==> config.mk <==
export PLATFORM = sky130hd
export DESIGN_NAME = game_sequencer
export DESIGN_NICKNAME = d
export VERILOG_FILES = /design/src/rtl/game_sequencer_pkg.sv /design/src/rtl/game_sequencer_bcd_counter4.sv /design/src/rtl/game_sequencer.sv
export SDC_FILE = /design/constraint.sdc
export NUM_CORES = 1
export LEC_CHECK = 0
export ABC_CLOCK_PERIOD_IN_PS = 2600
export CAP_MARGIN = 40
export CORE_MARGIN = 3
export CORE_UTILIZATION = 50
export CTS_CLUSTER_DIAMETER = 150
export CTS_CLUSTER_SIZE = 16
export DETAILED_ROUTE_END_ITERATION = 8
export GPL_TIMING_DRIVEN = 0
export PLACE_DENSITY = 0.84
export RECOVER_POWER = 100
export SLEW_MARGIN = 25
export SYNTH_ARGS = -nofsm -noshare
export SYNTH_HDL_FRONTEND = slang
export SYNTH_SLANG_ARGS = --single-unit
==> constraint.sdc <==
create_clock -name Clk -period 2.6 [get_ports Clk]
set_clock_uncertainty 0.2 [all_clocks]
set_input_delay 0.65 -clock Clk [delete_from_list [all_inputs] [get_ports Clk]]
set_output_delay 0.65 -clock Clk [all_outputs]
set_load 0.005 [all_outputs]
==> src/rtl/game_sequencer_pkg.sv <==
// ----------------------------------------------------------------------------
// game_sequencer_pkg : shared game state encodings and score widths
// Rev 1.0
// ----------------------------------------------------------------------------
`default_nettype none

package game_sequencer_pkg;

  localparam int BCD_DIGIT_W = 4;
  localparam int BCD_DIGITS  = 4;
  localparam int SCORE_W     = BCD_DIGIT_W * BCD_DIGITS;

  localparam logic [SCORE_W-1:0] SCORE_MAX = 16'h9999;

  typedef enum logic [1:0] {
    GS_IDLE = 2'b00,
    GS_PLAY = 2'b01,
    GS_WIN  = 2'b10,
    GS_LOSE = 2'b11
  } game_state_e;

endpackage

`default_nettype wire

==> src/rtl/game_sequencer_bcd_counter4.sv <==
// ----------------------------------------------------------------------------
// bcd_counter4 : 4-digit BCD up-counter with synchronous clear, saturating at 9999
// Rev 1.0
// ----------------------------------------------------------------------------
`default_nettype none

module bcd_counter4
  import game_sequencer_pkg::*;
(
  input  logic               Clk,
  input  logic               Reset,
  input  logic               Clear,
  input  logic               Inc,
  output logic [SCORE_W-1:0] Q
);

  logic [SCORE_W-1:0] q_q, q_d;
  logic               carry;

  always_comb begin
    q_d   = q_q;
    carry = 1'b0;
    if (Clear) begin
      q_d = '0;
    end else if (Inc && (q_q != SCORE_MAX)) begin
      carry = 1'b1;
      for (int i = 0; i < BCD_DIGITS; i++) begin
        if (carry) begin
          if (q_q[i*BCD_DIGIT_W +: BCD_DIGIT_W] == 4'd9) begin
            q_d[i*BCD_DIGIT_W +: BCD_DIGIT_W] = 4'd0;
          end else begin
            q_d[i*BCD_DIGIT_W +: BCD_DIGIT_W] = q_q[i*BCD_DIGIT_W +: BCD_DIGIT_W] + 4'd1;
            carry = 1'b0;
          end
        end
      end
    end
  end

  always_ff @(posedge Clk or negedge Reset) begin
    if (!Reset) begin
      q_q <= '0;
    end else begin
      q_q <= q_d;
    end
  end

  assign Q = q_q;

endmodule

`default_nettype wire

==> src/rtl/game_sequencer.sv <==
// ----------------------------------------------------------------------------
// game_sequencer : game FSM, fire arbitration with cooldown, BCD score keeping
// Rev 1.0
// ----------------------------------------------------------------------------
`default_nettype none

module game_sequencer
  import game_sequencer_pkg::*;
#(
  parameter int COOLDOWN_FRAMES = 8,
  parameter int END_HOLD_FRAMES = 120
) (
  input  logic               Clk,
  input  logic               Reset,
  input  logic               Start,
  input  logic               Fire_Btn,
  input  logic               Frame_Tick,
  input  logic               Alien_Hit,
  input  logic               Aliens_Defeated,
  input  logic               Reached_Bottom,
  input  logic               Bullet_Onscreen,
  output logic               Bullet_Fired,
  output logic               Fire_Ready,
  output logic               Game_Active,
  output logic [1:0]         Game_State,
  output logic [SCORE_W-1:0] Score
);

  localparam logic [7:0] COOL_LOAD = 8'(COOLDOWN_FRAMES);
  localparam logic [7:0] HOLD_LOAD = 8'(END_HOLD_FRAMES);

  logic [1:0]  start_sync_q, fire_sync_q;
  logic        start_hist_q, fire_hist_q;
  game_state_e state_q, state_d;
  logic [7:0]  cool_q, cool_d;
  logic [7:0]  hold_q, hold_d;
  logic        fire_ready_q, fire_ready_d;
  logic        bullet_fired_q, game_active_q;
  logic        start_lvl, start_rise, fire_rise, shot;
  logic        score_clr, score_inc;

  // Start chain resets high so a switch already on at power-up is not an edge.
  always_ff @(posedge Clk or negedge Reset) begin
    if (!Reset) begin
      start_sync_q <= 2'b11;
      start_hist_q <= 1'b1;
      fire_sync_q  <= 2'b00;
      fire_hist_q  <= 1'b0;
    end else begin
      start_sync_q <= {start_sync_q[0], Start};
      start_hist_q <= start_sync_q[1];
      fire_sync_q  <= {fire_sync_q[0], Fire_Btn};
      fire_hist_q  <= fire_sync_q[1];
    end
  end

  assign start_lvl  = start_sync_q[1];
  assign start_rise = start_sync_q[1] & ~start_hist_q;
  assign fire_rise  = fire_sync_q[1] & ~fire_hist_q;

  always_comb begin
    state_d   = state_q;
    score_clr = 1'b0;
    unique case (state_q)
      GS_IDLE: begin
        if (start_rise) begin
          state_d   = GS_PLAY;
          score_clr = 1'b1;
        end
      end
      GS_PLAY: begin
        if (Reached_Bottom)       state_d = GS_LOSE;
        else if (Aliens_Defeated) state_d = GS_WIN;
        else if (!start_lvl)      state_d = GS_IDLE;
      end
      default: begin
        if ((hold_q == 8'd0) && !start_lvl) state_d = GS_IDLE;
      end
    endcase
  end

  always_comb begin
    hold_d = hold_q;
    if ((state_q == GS_PLAY) && ((state_d == GS_WIN) || (state_d == GS_LOSE))) begin
      hold_d = HOLD_LOAD;
    end else if (Frame_Tick && (hold_q != 8'd0)) begin
      hold_d = hold_q - 8'd1;
    end
  end

  // A shot is judged against the readiness shown on the LED this cycle.
  assign shot      = fire_rise & fire_ready_q;
  assign score_inc = Alien_Hit & (state_q == GS_PLAY);

  always_comb begin
    cool_d = cool_q;
    if (state_d != GS_PLAY) begin
      cool_d = 8'd0;
    end else if (shot) begin
      cool_d = COOL_LOAD;
    end else if (Frame_Tick && (cool_q != 8'd0)) begin
      cool_d = cool_q - 8'd1;
    end
    fire_ready_d = (state_d == GS_PLAY) && (cool_d == 8'd0) && !Bullet_Onscreen;
  end

  always_ff @(posedge Clk or negedge Reset) begin
    if (!Reset) begin
      state_q        <= GS_IDLE;
      hold_q         <= 8'd0;
      cool_q         <= 8'd0;
      fire_ready_q   <= 1'b0;
      bullet_fired_q <= 1'b0;
      game_active_q  <= 1'b0;
    end else begin
      state_q        <= state_d;
      hold_q         <= hold_d;
      cool_q         <= cool_d;
      fire_ready_q   <= fire_ready_d;
      bullet_fired_q <= shot;
      game_active_q  <= (state_d == GS_PLAY);
    end
  end

  bcd_counter4 u_score (
    .Clk   (Clk),
    .Reset (Reset),
    .Clear (score_clr),
    .Inc   (score_inc),
    .Q     (Score)
  );

  assign Game_State   = state_q;
  assign Game_Active  = game_active_q;
  assign Fire_Ready   = fire_ready_q;
  assign Bullet_Fired = bullet_fired_q;

endmodule

`default_nettype wire
==> flow_summary_export.csv, run 1 <==
group,metric,value,unit
run_status,outcome,"finished clean",
sta,maxSlewViolCount,0,
clocking,numCtsBuffers,5,
critical_path,reg2reg_setup_slack,260,ps
critical_path,critPathMaxFanout,6,
die,die_x,73.5,µm
synth,yosysTopAreaCellShare,0.440,
synth,synth_xor_area_frac,0.0424,
power,irDropWorstVdd,0.462,mV
die,coreArea,4200,µm²
synth,netlist_top_cells_area,"dfrtp_1, ha_1, nor2_1",
grt,grt_max_degree,30,
synth,synth-seq-cells,43,
power,powerDensity,778,nW/µm²
critical_path,crit_path_end_kind,"flop",
clocking,cts_hold_buf,0,
sta,setup_viol,0,
synth,yosys.area_share.adder,0.0660,
clocking,cts_buffer_depth,2,
sta,tightestPinTransition,817,ps
sta,hold_ws,155,ps
clocking,cts_setup_buffers,0,
power,pwr-share-clk,0.213,
job,maxCapViolations,0,
finish,synthToLayoutAreaGrowth,19.0,%
finish,layout_common_cells,"dfrtp_1, nor2_1, nand2_1",
power,switchingPower,0.000737,W
synth,synth_top_family_by_area,"simple AND/OR/NAND/NOR gates",
placed_design,port_buffers,28,
clocking,cts_resized,1,
route,wirelength,4600,µm
finish,fillers,353,
critical_path,worstSetupPathType,"in2reg",
synth,syn_avg_cell_area,9.93,µm²
synth,synthesis.area,2270,µm²
sta,hold_violations,0,
die,initial_core_util,0.541,
synth,ys_warn_count,0,
grt,grt_usage,0.197,
synth,synth_compound_area_frac,0.0974,
grt,antenna_found_initial,0,
finish,drive_gt1_frac,0.109,
synth,synth_cell_types,48,
synth,ys.flop_type,"dfrtp_1",
critical_path,critPathArrivalTime,2490,ps
synth,yosys.area_share.simple,0.252,
finish,finalNetCount,286,
sta,finalCriticalPeriod,2460,ps
critical_path,cp_common_cell,"o21ai_0",
synth,synthArstFlopShare,1.00,
synth,synth_area_leader_cell,"dfrtp_1",
critical_path,critPathRequiredTime,2630,ps
synth,syn_nets,250,
die,std_cell_rows,23,
placed_design,hpwl,3360,µm
die,die_h,73.5,µm
route,wl_per_cell,14.6,µm
clocking,clock_latency,310,ps
power,p_comb_frac,0.307,
die,dieArea,5390,µm²
synth,synth_seq_area_share,0.475,
synth,postSynthCellCount,229,
grt,grt_pass1_wl,8140,µm
power,p_leak,1.26,nW
placed_design,gp_congestion,0.929,
finish,antenna_cells,0,
critical_path,start_kind,"input port",
power,power.internal,0.00137,W
critical_path,max_stage_delay,540,ps
finish,multi_input_area,1120,µm²
die,pin_count,30,
clocking,cts_tree,"built",
synth,synth_edf_count,0,
sta,relSlewSlack,0.455,
route,vias,1802,
power,power_frac_seq,0.480,
route,avgViaCountPerCell,5.70,
critical_path,critical_path.cell_chain,"clkdlybuf4s50_1, and3b_2, nand4b_4, o21ai_0, or3b_1, o21ai_0",
min_path,holdCritPathClass,"reg2reg",
finish,layout_commonest_cell,"dfrtp_1",
finish,register_area,1080,µm²
grt,first_global_vias,1832,
sta,rsz0062_at_grt,"no",
route,firstDrtPassIters,4,
clocking,clock_sinks,43,
synth,synthMuxAreaShare,0.0374,
sta,fin_crit_sh,0.947,
grt,grt_remaining_overflow,0,
clocking,clockRootBuffer,"clkbuf_8",
sta,fmax,406,MHz
power,swShare,0.350,
route,drc,0,
route,antenna_left,0,
power,power.total,0.00211,W
clocking,clk_pin_slew_worst_paths,90,ps
route,dr.first_iter.drc_count,106,
critical_path,cpMaxStageDelayCell,"o21ai_0",
clocking,h-tree-depth,2,
power by group through the flow:
stage | logic (W) | registers, W | clock network, W
final | 0.000647 | 0.00101 | 0.000449
after global routing | 0.000744 | 0.00104 | 0.000483
after CTS | 0.000697 | 0.00102 | 0.000456
after detailed placement | 0.000694 | 0.00103 | 0
after global placement | 0.000660 | 0.00102 | 0
after floorplan | 0.000382 | 0.000997 | 0
worst max-delay path, delay by kind of cell:
kind | cells | cell delay, ps
compound gates | 2 | 620
simple gates | 3 | 790
buf+inv | 1 | 440
flip-flops by register name, indices dropped and copies added, names as in the netlist, 2 cells and up:
name	cells
hold_q	8
fire_sync_q	2
start_sync_q	2
Game_State	2
u_score.Q	16
cool_q	8
cell families (layout without fill, tap and decap cells):
family / Yosys count / count (layout)
xor gates and xnor gates: 11 / 11
adders and majority gates: 12 / 12
DFF: 43 / 43
AOI/OAI and AO/OA: 35 / 35
buffers and inverters: 16 / 53
muxes: 8 / 8
and+or+nand+nor: 104 / 104
metrics by stage:
stage / setup WS, ps / instances / area (µm²) / setup TNS (ps) / utilization
after floorplan: 347 / 229 / 2270 / 0 / -
after global placement: -420 / 307 / 2620 / -17980 / 0.623
after detailed placement: -331 / 308 / 2630 / -2210 / 0.627
after CTS: 38.1 / 316 / 2730 / 0 / 0.649
after global routing: 34.2 / 316 / 2710 / 0 / 0.644
final: 138 / 316 / 2710 / 0 / 0.644
path summary, 6_finish.rpt:
path                            cells after the start             end       startpoint
worst max-delay path                                6    u_score.Q[5]        Alien_Hit
worst min-delay path                                0  fire_sync_q[1]   fire_sync_q[0]
worst max register to register                      5   u_score.Q[14]  start_sync_q[1]
worst min register to register                      0  fire_sync_q[1]   fire_sync_q[0]
max in group asynchronous                           2  fire_sync_q[1]            Reset
min in group asynchronous                           1   u_score.Q[14]            Reset
synthesized netlist by cell type (3+ instances only):
cell,n
dfrtp_1,40
ha_1,12
mux2i_1,4
inv_1,12
nor3_1,6
nor4_1,3
nand4b_1,3
nand3_1,7
or4_1,4
nor2_1,28
dfstp_2,3
o21ai_0,13
a21oi_1,7
xor2_1,7
xnor2_1,4
nand2_1,26
a21o_1,3
nand3b_1,4
mux2_2,4
per-layer routing:
layer  vias to the layer above  GRT usage  share of wire
met1                       878      0.253           0.45
met5                         -          0              0
li1                        875          -              -
met4                         0     0.0845          0.018
met3                         8     0.0465          0.043
met2                        41      0.319           0.49
area by class of cell:
class / count / area share
plain buffers: 4 / 0.00878
clock buffers: 5 / 0.0254
clock inverters: 3 / 0.00878
inverters: 12 / 0.0166
multi-input cells: 170 / 0.415
flip-flops and latches: 43 / 0.399
well taps: 50 / 0.0231
repair buffers: 29 / 0.103
Power figures use the tool's default switching activity.
==> run 2: changes to the inputs <==
--- a/config.mk
+++ b/config.mk
@@ -5,15 +5,15 @@
 export SDC_FILE = /design/constraint.sdc
 export NUM_CORES = 1
 export LEC_CHECK = 0
-export ABC_CLOCK_PERIOD_IN_PS = 2600
+export ABC_CLOCK_PERIOD_IN_PS = 2100
 export CAP_MARGIN = 40
 export CORE_MARGIN = 3
-export CORE_UTILIZATION = 50
+export CORE_UTILIZATION = 49
 export CTS_CLUSTER_DIAMETER = 150
 export CTS_CLUSTER_SIZE = 16
 export DETAILED_ROUTE_END_ITERATION = 8
 export GPL_TIMING_DRIVEN = 0
-export PLACE_DENSITY = 0.84
+export PLACE_DENSITY = 0.86
 export RECOVER_POWER = 100
 export SLEW_MARGIN = 25
 export SYNTH_ARGS = -nofsm -noshare
==> constraint.sdc (replaced) <==
create_clock -name Clk -period 2.1 [get_ports Clk]
set_clock_uncertainty 0.2 [all_clocks]
set_input_delay 0.525 -clock Clk [delete_from_list [all_inputs] [get_ports Clk]]
set_output_delay 0.525 -clock Clk [all_outputs]
set_load 0.005 [all_outputs]
==> run 2 against run 1 <==
Effect of this change: the flow now finishes with violations (negative setup slack); first-iteration DRC count rose by 13%; hold slack got worse by 1.1 ps; sequential share of layout area fell by 4.4 points; non-clock buffer count rose by 26; critical endpoint is now u_score.Q[12]; global-route usage grew 0.64 points; routed wire length grew 14%; largest cell class unchanged; sequential cell count did not move; final cell count is 8.9% higher; worst setup slack got worse by 140 ps; die area up 1.9%; power grew 44%; register-to-register slack worse by 260 ps.
==> flow_summary_export.csv, run 2 (synthesis results as in run 1) <==
group,metric,value,unit
critical_path,critPathRequiredTime,2090,ps
sta,maxSlewViolCount,0,
placed_design,hpwl,3280,µm
finish,largest_reg_flops,16,
route,wirelength,5260,µm
clocking,clk_pin_slew_worst_paths,80,ps
placed_design,port_buffers,28,
critical_path,critPathMaxFanout,7,
route,vias,1904,
route,dr.first_iter.drc_count,120,
grt,grt_max_degree,31,
grt,grt_usage,0.204,
clocking,clockRootBuffer,"clkbuf_8",
clocking,cts_tree,"built",
sta,fmax,476,MHz
clocking,h-tree-depth,2,
route,wl_per_cell,15.3,µm
clocking,clock_sinks,43,
grt,first_global_vias,1883,
route,avgViaCountPerCell,5.53,
placed_design,pre_cts_ws,-653,ps
die,initial_core_util,0.515,
min_path,holdCritPathClass,"reg2reg",
critical_path,rr_startpoint,"Game_State[1]",
min_path,holdCritStartpoint,"fire_sync_q[0]",
placed_design,gp_congestion,0.926,
sta,fin_setup_tns,-0.511,ps
grt,antenna_found_initial,0,
sta,tightestPinTransition,666,ps
run_status,violations,"negative setup slack",
finish,fillers,317,
die,dieArea,5500,µm²
route,antenna_left,0,
sta,relSlewSlack,0.551,
sta,hold_ws,154,ps
power,irDropWorstVdd,0.634,mV
finish,finalNetCount,312,
die,std_cell_rows,24,
die,die_x,74.1,µm
clocking,numCtsBuffers,5,
power,p_leak,1.38,nW
die,coreArea,4410,µm²
finish,antenna_cells,0,
finish,final_cell_count_no_fill,344,
sta,fin_crit_sh,1.00,
grt,grt_remaining_overflow,0,
finish,drive_gt1_frac,0.298,
clocking,clock_latency,300,ps
sta,hold_violations,0,
placed_design,dp.cells,310,
die,pin_count,30,
grt,grt_pass1_wl,8500,µm
power,power.total,0.00304,W
sta,finalCriticalPeriod,2100,ps
route,firstDrtPassIters,5,
critical_path,startpoint,"Game_State[1]",
sta,rsz0062_at_grt,"yes",
critical_path,critPathArrivalTime,2090,ps
critical_path,crit_path_end_kind,"flop",
sta,setup_ws,-0.307,ps
clocking,cts_buffer_depth,2,
critical_path,worstSetupPathType,"reg2reg",
power,powerDensity,991,nW/µm²
die,die_h,74.1,µm
finish,synthToLayoutAreaGrowth,34.9,%
finish,layout_common_cells,"dfrtp_1, nor2_1, clkdlybuf4s50_1, buf_4, nand2_1",
run_status,outcome,"finished, violations left",
sta,setup_viol,2,
finish,layout_commonest_cell,"dfrtp_1",
critical_path,start_kind,"flop",
route,drc,0,
critical_path,reg2reg_setup_slack,-0.3,ps
job,maxCapViolations,0,
## run 2: final timing paths
kind | end | cells past startpoint
worst max-delay path | u_score.Q[12] | 6
worst min-delay path | fire_sync_q[1] | 0
worst max register to register | u_score.Q[12] | 6
worst min register to register | fire_sync_q[1] | 0
max in group asynchronous | start_hist_q | 3
min in group asynchronous | u_score.Q[14] | 2
## run 2: what timing repair did
item,CTS,global route
resized for setup,19,25
gates cloned,0,0
setup endpoints to repair,24,17
hold buffers,1,0
hold endpoints to repair,11,0
setup buffers,15,11
pin swaps,7,5
## run 2: layout make-up
| class | instances | area (µm²) | area share |
|---|---|---|---|
| clock buffers | 8 | 100 | 0.0326 |
| repair buffers | 56 | 499 | 0.163 |
| inverters | 12 | 45.0 | 0.0147 |
| plain buffers | 3 | 20.0 | 0.00653 |
| multi-input cells | 170 | 1250 | 0.408 |
| flip-flops and latches | 43 | 1090 | 0.354 |
| well taps | 52 | 65.1 | 0.0212 |
## run 2: metal layers
| metal | vias to the layer above | GRT usage | routed length, µm |
|---|---|---|---|
| li1 | 922 | - | - |
| met1 | 923 | 0.242 | 2220 |
| met2 | 47 | 0.351 | 2740 |
| met3 | 12 | 0.0446 | 190 |
| met4 | 0 | 0.0946 | 114 |
| met5 | - | 0 | 0 |
## run 2: power breakdown
| part | leakage (nW) | switching, W | total (W) | internal (W) |
|---|---|---|---|---|
| combinational | 0.799 | 0.000526 | 0.00122 | 0.000697 |
| sequential | 0.534 | 0.000201 | 0.00124 | 0.00104 |
| clock | 0.0515 | 0.000280 | 0.000580 | 0.000300 |
| total | 1.38 | 0.00101 | 0.00304 | 0.00203 |
## run 2: worst max-delay path, stage by stage, from the launching register on
cell and delay, ps:
dfrtp_2 420, and3b_2 270, nand4b_4 130, o31a_1 340
buf_6 140, a21oi_4 170, mux2_4 320
## run 2: through the flow
stage / instance area [µm²] / utilization
final: 3070 / 0.695
after detailed placement: 2640 / 0.598
after CTS: 2920 / 0.660
after global placement: 2620 / 0.594
after global routing: 3070 / 0.695
after floorplan: 2280 / -
